**src/rtl/entropy_encode_ac_run_level_stream.sv**
```systemverilog
// AC run/level entropy coder: one coefficient per beat in, one merged run+level+sign codeword per non-zero out.
// Optional AC_BLOCK_BITCOUNT_EN adds a per-block bit total (block_bits / block_bits_valid).
module entropy_encode_ac_run_level_stream #(
    parameter int COEFF_W = 16,
    parameter int RUN_W   = 6,
    parameter int CW_W    = 64,
    parameter int LEN_W   = 7
) (
    input  logic                      clk,
    input  logic                      reset,
    input  logic                      in_valid,
    output logic                      in_ready,
    input  logic signed [COEFF_W-1:0] in_coeff,
    input  logic                      in_sob,
    input  logic                      in_eob,
    output logic                      out_valid,
    input  logic                      out_ready,
    output logic [CW_W-1:0]           out_code,
    output logic [LEN_W-1:0]          out_len,
    output logic                      out_eob
`ifdef AC_BLOCK_BITCOUNT_EN
    ,
    output logic [15:0]               block_bits,
    output logic                      block_bits_valid
`endif
);

    localparam int VW = COEFF_W + 1;
    localparam int WW = COEFF_W + 3;

    function automatic logic [7:0] cb_run(input logic [3:0] idx);
        case (idx)
            4'd0, 4'd1:                   cb_run = 8'h06;
            4'd2, 4'd3:                   cb_run = 8'h05;
            4'd4:                         cb_run = 8'h04;
            4'd5, 4'd6, 4'd7, 4'd8:       cb_run = 8'h29;
            4'd15:                        cb_run = 8'h4C;
            default:                      cb_run = 8'h28;
        endcase
    endfunction

    function automatic logic [7:0] cb_level(input logic [3:0] idx);
        case (idx)
            4'd0:                         cb_level = 8'h04;
            4'd1:                         cb_level = 8'h0A;
            4'd2:                         cb_level = 8'h05;
            4'd3:                         cb_level = 8'h06;
            4'd4:                         cb_level = 8'h04;
            4'd9:                         cb_level = 8'h4C;
            default:                      cb_level = 8'h28;
        endcase
    endfunction

    function automatic logic [LEN_W-1:0] msb_index(input logic [WW-1:0] w);
        msb_index = '0;
        for (int i = 0; i < WW; i++) begin
            if (w[i]) msb_index = LEN_W'(i);
        end
    endfunction

    // Leading zeros are implicit: val is right-aligned and len counts them.
    function automatic void cw_field(input logic [VW-1:0] v, input logic [7:0] cb,
                                     output logic [WW-1:0] val, output logic [LEN_W-1:0] len);
        logic [2:0]       rice;
        logic [2:0]       expo;
        logic [1:0]       sw;
        logic [WW-1:0]    first;
        logic [WW-1:0]    vx;
        logic [WW-1:0]    w;
        logic [LEN_W-1:0] e;
        rice  = cb[7:5];
        expo  = cb[4:2];
        sw    = cb[1:0];
        first = WW'({1'b0, sw} + 3'd1) << rice;
        vx    = WW'(v);
        if (vx < first) begin
            val = (WW'(1) << rice) | (vx & ((WW'(1) << rice) - WW'(1)));
            len = LEN_W'(vx >> rice) + LEN_W'(rice) + LEN_W'(1);
        end else begin
            w   = vx - first + (WW'(1) << expo);
            e   = msb_index(w);
            val = w;
            len = e - LEN_W'(expo) + LEN_W'(sw) + e + LEN_W'(1);
        end
    endfunction

    logic adv;
    assign adv      = !out_valid || out_ready;
    assign in_ready = adv;

    // Capture rank
    logic               c0_valid_reg, c0_sob_reg, c0_eob_reg;
    logic [COEFF_W-1:0] c0_coeff_reg;

    // Codebook context
    logic [RUN_W-1:0]   run_reg, prev_run_reg;
    logic [VW-1:0]      prev_level_reg;

    // S1: run tracking, codebook selection, abs/sign
    logic [RUN_W-1:0]   eff_run, eff_prev_run;
    logic [VW-1:0]      eff_prev_level, coeff_ext, abs_c;
    logic [3:0]         run_idx, lev_idx;
    logic               coeff_zero, coeff_neg;

    always_comb begin
        eff_run        = c0_sob_reg ? '0 : run_reg;
        eff_prev_run   = c0_sob_reg ? RUN_W'(4) : prev_run_reg;
        eff_prev_level = c0_sob_reg ? VW'(2) : prev_level_reg;
        coeff_ext      = {c0_coeff_reg[COEFF_W-1], c0_coeff_reg};
        coeff_neg      = c0_coeff_reg[COEFF_W-1];
        coeff_zero     = (c0_coeff_reg == '0);
        abs_c          = coeff_neg ? (~coeff_ext + VW'(1)) : coeff_ext;
        run_idx        = (eff_prev_run > RUN_W'(15)) ? 4'd15 : eff_prev_run[3:0];
        lev_idx        = (eff_prev_level > VW'(9)) ? 4'd9 : eff_prev_level[3:0];
    end

    logic               s1_valid_reg, s1_zero_reg, s1_eob_reg, s1_sign_reg;
    logic [VW-1:0]      s1_run_v_reg, s1_lev_v_reg;
    logic [7:0]         s1_run_cb_reg, s1_lev_cb_reg;

    // S2: exponents and field lengths
    logic [WW-1:0]      run_val_next, lev_val_next;
    logic [LEN_W-1:0]   run_len_next, lev_len_next;

    always_comb begin
        cw_field(s1_run_v_reg, s1_run_cb_reg, run_val_next, run_len_next);
        cw_field(s1_lev_v_reg, s1_lev_cb_reg, lev_val_next, lev_len_next);
    end

    logic               s2_valid_reg, s2_zero_reg, s2_eob_reg, s2_sign_reg;
    logic [WW-1:0]      s2_run_val_reg, s2_lev_val_reg;
    logic [LEN_W-1:0]   s2_run_len_reg, s2_lev_len_reg;

    // S3: concatenation
    logic [CW_W-1:0]    code_next;
    logic [LEN_W-1:0]   len_next;

    always_comb begin
        code_next = '0;
        len_next  = '0;
        if (!s2_zero_reg) begin
            code_next = (CW_W'(s2_run_val_reg) << (s2_lev_len_reg + LEN_W'(1)))
                      | (CW_W'(s2_lev_val_reg) << 1) | CW_W'(s2_sign_reg);
            len_next  = s2_run_len_reg + s2_lev_len_reg + LEN_W'(1);
        end
    end

    always_ff @(posedge clk or posedge reset) begin
        if (reset) begin
            run_reg        <= '0;
            prev_run_reg   <= RUN_W'(4);
            prev_level_reg <= VW'(2);
        end else if (adv && c0_valid_reg) begin
            if (coeff_zero) begin
                run_reg        <= (&eff_run) ? eff_run : eff_run + RUN_W'(1);
                prev_run_reg   <= eff_prev_run;
                prev_level_reg <= eff_prev_level;
            end else begin
                run_reg        <= '0;
                prev_run_reg   <= eff_run;
                prev_level_reg <= abs_c;
            end
        end
    end

    always_ff @(posedge clk or posedge reset) begin
        if (reset) begin
            c0_valid_reg   <= 1'b0;
            c0_sob_reg     <= 1'b0;
            c0_eob_reg     <= 1'b0;
            c0_coeff_reg   <= '0;
            s1_valid_reg   <= 1'b0;
            s1_zero_reg    <= 1'b0;
            s1_eob_reg     <= 1'b0;
            s1_sign_reg    <= 1'b0;
            s1_run_v_reg   <= '0;
            s1_lev_v_reg   <= '0;
            s1_run_cb_reg  <= '0;
            s1_lev_cb_reg  <= '0;
            s2_valid_reg   <= 1'b0;
            s2_zero_reg    <= 1'b0;
            s2_eob_reg     <= 1'b0;
            s2_sign_reg    <= 1'b0;
            s2_run_val_reg <= '0;
            s2_lev_val_reg <= '0;
            s2_run_len_reg <= '0;
            s2_lev_len_reg <= '0;
            out_valid      <= 1'b0;
            out_code       <= '0;
            out_len        <= '0;
            out_eob        <= 1'b0;
        end else if (adv) begin
            c0_valid_reg   <= in_valid;
            c0_sob_reg     <= in_sob;
            c0_eob_reg     <= in_eob;
            c0_coeff_reg   <= in_coeff;
            // Zero coefficients only surface as a beat when they close the block.
            s1_valid_reg   <= c0_valid_reg && (!coeff_zero || c0_eob_reg);
            s1_zero_reg    <= coeff_zero;
            s1_eob_reg     <= c0_eob_reg;
            s1_sign_reg    <= coeff_neg;
            s1_run_v_reg   <= VW'(eff_run);
            s1_lev_v_reg   <= abs_c - VW'(1);
            s1_run_cb_reg  <= cb_run(run_idx);
            s1_lev_cb_reg  <= cb_level(lev_idx);
            s2_valid_reg   <= s1_valid_reg;
            s2_zero_reg    <= s1_zero_reg;
            s2_eob_reg     <= s1_eob_reg;
            s2_sign_reg    <= s1_sign_reg;
            s2_run_val_reg <= run_val_next;
            s2_lev_val_reg <= lev_val_next;
            s2_run_len_reg <= run_len_next;
            s2_lev_len_reg <= lev_len_next;
            out_valid      <= s2_valid_reg;
            out_code       <= code_next;
            out_len        <= len_next;
            out_eob        <= s2_eob_reg;
        end
    end

`ifdef AC_BLOCK_BITCOUNT_EN
    logic [15:0] bits_acc_reg;

    always_ff @(posedge clk or posedge reset) begin
        if (reset) begin
            bits_acc_reg     <= '0;
            block_bits       <= '0;
            block_bits_valid <= 1'b0;
        end else begin
            block_bits_valid <= 1'b0;
            if (out_valid && out_ready) begin
                if (out_eob) begin
                    block_bits       <= bits_acc_reg + 16'(out_len);
                    block_bits_valid <= 1'b1;
                    bits_acc_reg     <= '0;
                end else begin
                    bits_acc_reg     <= bits_acc_reg + 16'(out_len);
                end
            end
        end
    end
`endif

endmodule

```
**config.mk**
```make
export PLATFORM = sky130hd
export DESIGN_NAME = entropy_encode_ac_run_level_stream
export DESIGN_NICKNAME = d
export VERILOG_FILES = /design/src/rtl/entropy_encode_ac_run_level_stream.sv
export SDC_FILE = /design/constraint.sdc
export NUM_CORES = 1
export LEC_CHECK = 0
export CORE_ASPECT_RATIO = 0.6
export CORE_UTILIZATION = 35
export CTS_BUF_LIST = sky130_fd_sc_hd__clkbuf_8
export DETAILED_ROUTE_END_ITERATION = 12
export SETUP_SLACK_MARGIN = 0.5
export SYNTH_ARGS = -nofsm -noshare
export SYNTH_HDL_FRONTEND = slang
export SYNTH_SLANG_ARGS = --single-unit
```
**constraint.sdc**
```tcl
create_clock -name clk -period 12.6 [get_ports clk]
set_clock_uncertainty 0.2 [all_clocks]
set_input_delay 3.15 -clock clk [delete_from_list [all_inputs] [get_ports clk]]
set_output_delay 3.15 -clock clk [all_outputs]
set_load 0.05 [all_outputs]
```
; After elaboration in Yosys (flattened, before gate mapping)
; Memory sizes are Yosys's and may differ from the RTL's. A register that Yosys moved wholly into a read port is not among the register bits.
; Index checks and enable logic that the tools add are counted.
[word_totals]
reg_bits = 220
mem_bits_ro = 96
inputBits = 22
output_inout_bits = 74
word_cells = 144
mem_count = 1
[memory_table]
columns = name, depth, word_bits, read_ports, rd_clocked_by_memory_dff, write_ports, line
row1 = (name not given), 16, 6, 1, 1, 0, 32  ; case (idx)
[classes]
addsub = 26
magnitude_cmp = 4
eq_ne = 5
shift = 9
muxes = 55
n_bitwise = 7
n_reduce_logical = 10
[ops]
columns = cell, count
row1 = $mux 7, 39
row2 = $shl 1x3->19 const A, 4
row3 = $mux 64, 1
row4 = $or 64x1->64, 1
row5 = $or 64x20->64, 1
row6 = $shl 19x7->64, 1
row7 = $mux 17, 3
row8 = $add 7x1->7 const B, 6
row9 = $add 19x19->19, 2
row10 = $mux 19, 2
row11 = $or 19x19->19, 2
row12 = $shl 3x3->19, 2
row13 = $sub 19x1->19 const B, 2
row14 = $pmux 7 s5, 1
row15 = $mux 6, 5
row16 = $add 7x7->7, 3
row17 = $and 17x19->19, 1
row18 = $and 6x19->19, 1
row19 = $lt 17x19->1, 1
row20 = $lt 6x19->1, 1
row21 = $sub 17x19->19, 1
row22 = $sub 6x19->19, 1
row23 = $add 17x1->17 const B, 1
row24 = $gt 17x4->1 const B, 1
row25 = 23 further kinds, 33

; Longest topological paths before layout
[depth]
ltp_word = 28
ltp_mapped = 30
ltp_nobuf = 28

; Worst setup path after synthesis
; OpenSTA, ideal clock, no wires.
[synth_path]
path_type = input-to-output
startpoint = input port out_ready
endpoint = output port in_ready
arrival_ns = 4.326
required_time_ns = 9.250
setup_slack_ns = 4.924
path_stages = 5
path_buffers = 3
path_cell_list = nor2b_1 clkbuf_1 inv_1 clkbuf_1 clkbuf_1
[synth_between]
elab_chain_len = 1
[synth_rtl]
columns = element, line
row1 = start: declaration, 17  ; input logic out_ready,
row2 = $logic_or 1x1->1, 88  ; assign adv = !out_valid || out_ready;
row3 = end: declaration, 12  ; output logic in_ready,
; Every way passes these cells.

; Worst setup path in the final report
; Same ends and word-level chain as after synthesis.

==> key figures <==
Final layout
  – Final Non-Filler Cells: 2194
  – Synth-to-layout area growth: 14.7%
  – Multi-input logic area: 7910 um^2
  – Layout cells sized above 1: 6.07%
  – Storage cell area: 5260 um^2
  – Nets: 1767
  – Diode count: 0
  – Max FFs per register: 64
  – Number of fillers in the final layout: 3786

Floorplanning
  – Die width: 258 um
  – Die height: 156 um
  – Row cnt: 55
  – Core box area: 38200 um^2
  – I/O pin count: 96
  – Total die area: 40100 um^2
  – Initial core utilization: 36.0%

Place
  – Placed cells: 2135
  – GPL Wtd Cong: 0.938
  – PortBufs: 95
  – Post-DP HPWL: 28800 um

Clocking
  – CTS Buf Count: 35
  – Post-CTS sizing: 0
  – H-tree depth: 2
  – Sink Count: 210
  – Cts hold-fix bufs: 0
  – CTS tree: built
  – Root buffer cell: clkbuf_8
  – Post-CTS setup buffer count: 0
  – Clk pin slew, worst setup/hold paths: 0.07 ns
  – Max clock buf depth: 3
  – Worst-Skew Late Latency: 0.56 ns

Worst setup path
  – CP Launch Type: primary input
  – Largest stage delay, worst path: 0.85 ns
  – CP Cell Sequence: clkdlybuf4s50_1 > nor2b_4 > clkinv_2 > clkdlybuf4s50_1
  – Crit-path leading delay family: buffers and inverters
  – WS Path Type: in2out
  – CP Data Required Time: 9.25 ns
  – Worst Path Buf+Inv: 3
  – Cell mode on critical path: clkdlybuf4s50_1
  – Crit end category: primary output
  – Slowest CP cell: clkdlybuf4s50_1
  – Critical Path Fanout Max: 30
  – Worst R2R Setup Slack: 5.87 ns
  – Worst path arrival time: 5.51 ns

Flow run
  – Maxcap violations: 0

Synth
  – Post-Synth XOR/XNOR Area: 4.77%
  – Synthesized cell area: 13800 um^2
  – Syn. warnings: 0
  – Simple logic cell fraction of the synthesized area: 18.2%
  – Largest family of logic cells by synthesized area: compound AO/OA/AOI/OAI gates
  – Post-synth EDFFs: 0
  – Synth Area in Adders: 8.47%
  – Post-Syn Area per Cell: 8.64 um^2
  – Synth Flop Type: dfrtp_1
  – Compound-Gate Fraction of Synth Area: 22.1%
  – Syn nets: 1701
  – Synth Instances: 1593
  – Post-synthesis sequential area ratio: 38.2%
  – Flop and latch count out of synthesis: 210
  – Post-synthesis async set-or-reset flop share: 100%
  – Library cells used by synthesis: 81
  – Post-synthesis mux area share: 3.77%

Global routing
  – Vias in the first global route: 11.1k
  – Total grt overflow: 0
  – Met3 GRT Util: 3.25%
  – Initial antenna violation count: 0
  – Largest net degree at the start of global routing: 105
  – Global-route wire length before repair: 62400 um
  – Met1 Usage GRT: 31.4%
  – Most Crowded Layer GR: met1
  – Met2 usage: 26.8%
  – Total track usage: 19.5%

STA
  – Worst slew pin tran: 1.21 ns
  – FMAX: 113 MHz
  – Final setup viols: 0
  – Max-slew violations: 0
  – Slew margin rel.: 18.5%
  – Hold Fails Final Rpt: 0
  – Worst hold slack: 0.269 ns
  – Fin Setup TNS: 0 ns
  – Fin crit period: 8.86 ns
  – Setup repair after global routing missed its margin: no
  – Final worst path period share: 70.3%

Detailed routing
  – Via count: 12.0k
  – Routed len/inst: 17.9 um
  – Drt pass-1 iters: 5
  – Starting DRT DRC Count: 1142
  – DRC: 0
  – ANT nets after route: 0
  – Vias/cell: 5.47
  – Post-Route WL: 39200 um

Min path
  – Hold crit path type: reg2reg

Run status
  – Outcome: completed
==> cells by family (layout without fill, tap and decap cells) <==
| group | after synthesis | in the layout |
|---|---|---|
| DFF | 210 | 210 |
| xor gates and xnor gates | 75 | 75 |
| muxes | 43 | 43 |
| buffers and inverters | 161 | 249 |
| and+or+nand+nor | 555 | 555 |
| adders and majority gates | 86 | 86 |
| AOI/OAI and AO/OA | 463 | 463 |
==> synth_stat cells (25+ instances only) <==
master,instances,area (um^2)
dfrtp_1,208,5200
clkbuf_1,71,267
xnor2_1,41,359
mux2i_1,26,260
a21oi_1,98,490
a22o_1,25,219
nand3_1,26,130
inv_1,82,308
a22oi_1,25,188
o21ai_0,149,746
xor2_1,34,298
nor2_1,112,420
nor3_1,34,170
ha_1,74,926
nand2_1,267,1000
==> metrics by stage <==
| step | area [um^2] | worst slack [ns] | utilization [%] |
|---|---|---|---|
| floorplan | 13800 | 3.52 | - |
| global placement | 15200 | 3.75 | 39.7 |
| detailed placement | 15200 | 3.72 | 39.7 |
| CTS | 15800 | 3.71 | 41.3 |
| global route | 15800 | 3.59 | 41.3 |
| finish | 15800 | 3.74 | 41.3 |
==> worst paths after layout <==
| path | startpoint | cells after the start | end |
|---|---|---|---|
| setup / recovery | out_ready | 4 | in_ready |
| max in group asynchronous | reset | 3 | s2_lev_val_reg[14]$_DFFE_PP0N_ |
| hold / removal | s2_valid_reg$_DFFE_PP0N_ | 2 | s2_valid_reg$_DFFE_PP0N_ |
| hold reg to reg | s2_valid_reg$_DFFE_PP0N_ | 2 | s2_valid_reg$_DFFE_PP0N_ |
| setup reg to reg | s1_lev_cb_reg[5]$_DFFE_PP0N_ | 23 | s2_lev_len_reg[6]$_DFFE_PP0N_ |
| min in group asynchronous | reset | 2 | out_code[53]$_DFFE_PP0N_ |
==> layer usage <==
metal  part of all wire, %  wire [um]  vias to the layer above
met4                   1.2        480                        0
met3                   6.4       2510                       43
met5                     0          0                        -
met1                    53      20600                     5813
met2                    40      15600                      375
li1                      -          -                     5769
==> worst reg2reg max path: stages (launching register included) <==
cell,delay (ns)
dfrtp_1,0.78
mux2_2,0.42
o21ai_0,0.43
fa_1,0.51
ha_1,0.40
a211o_1,0.33
a21oi_2,0.28
o31ai_1,0.15
xnor2_1,0.41
inv_1,0.10
o311ai_0,0.38
a21oi_1,0.17
a21oi_1,0.17
nor2_1,0.07
a21oi_1,0.28
ha_1,0.37
nor2b_1,0.18
o21ai_0,0.15
nand2b_1,0.11
a21o_1,0.19
a21oi_1,0.17
xnor2_1,0.08
o21ai_0,0.18
a21oi_1,0.09
==> layout by cell type (no fill, tap or decap), types with 13 or more instances in the layout <==
cell type        count
a22oi_1             25
buf_4               13
xnor2_1             41
nor2_1             112
a221o_1             15
a21o_1              22
nand2_1            267
clkdlybuf4s50_1     95
inv_1               96
xor2_1              33
a21oi_1             98
nand2b_1            24
ha_1                74
nor2b_1             16
dfrtp_1            208
mux2i_1             26
nor3_1              34
a22o_1              25
nand3_1             26
o31ai_1             22
nor3b_1             23
o21ai_0            149
clkbuf_8            38
==> cell type report <==
class	instances	area share, %
Inverter	82	2.00
Clock inverter	21	0.602
Timing Repair Buffer	108	6.64
Tap cell	513	4.06
Clock buffer	38	3.31
Sequential cell	210	33.3
Multi-Input combinational cell	1222	50.1
Power is left out: the tool's default activity adds up to more than one toggle a clock period on the data nets, which glitch-free logic cannot reach.
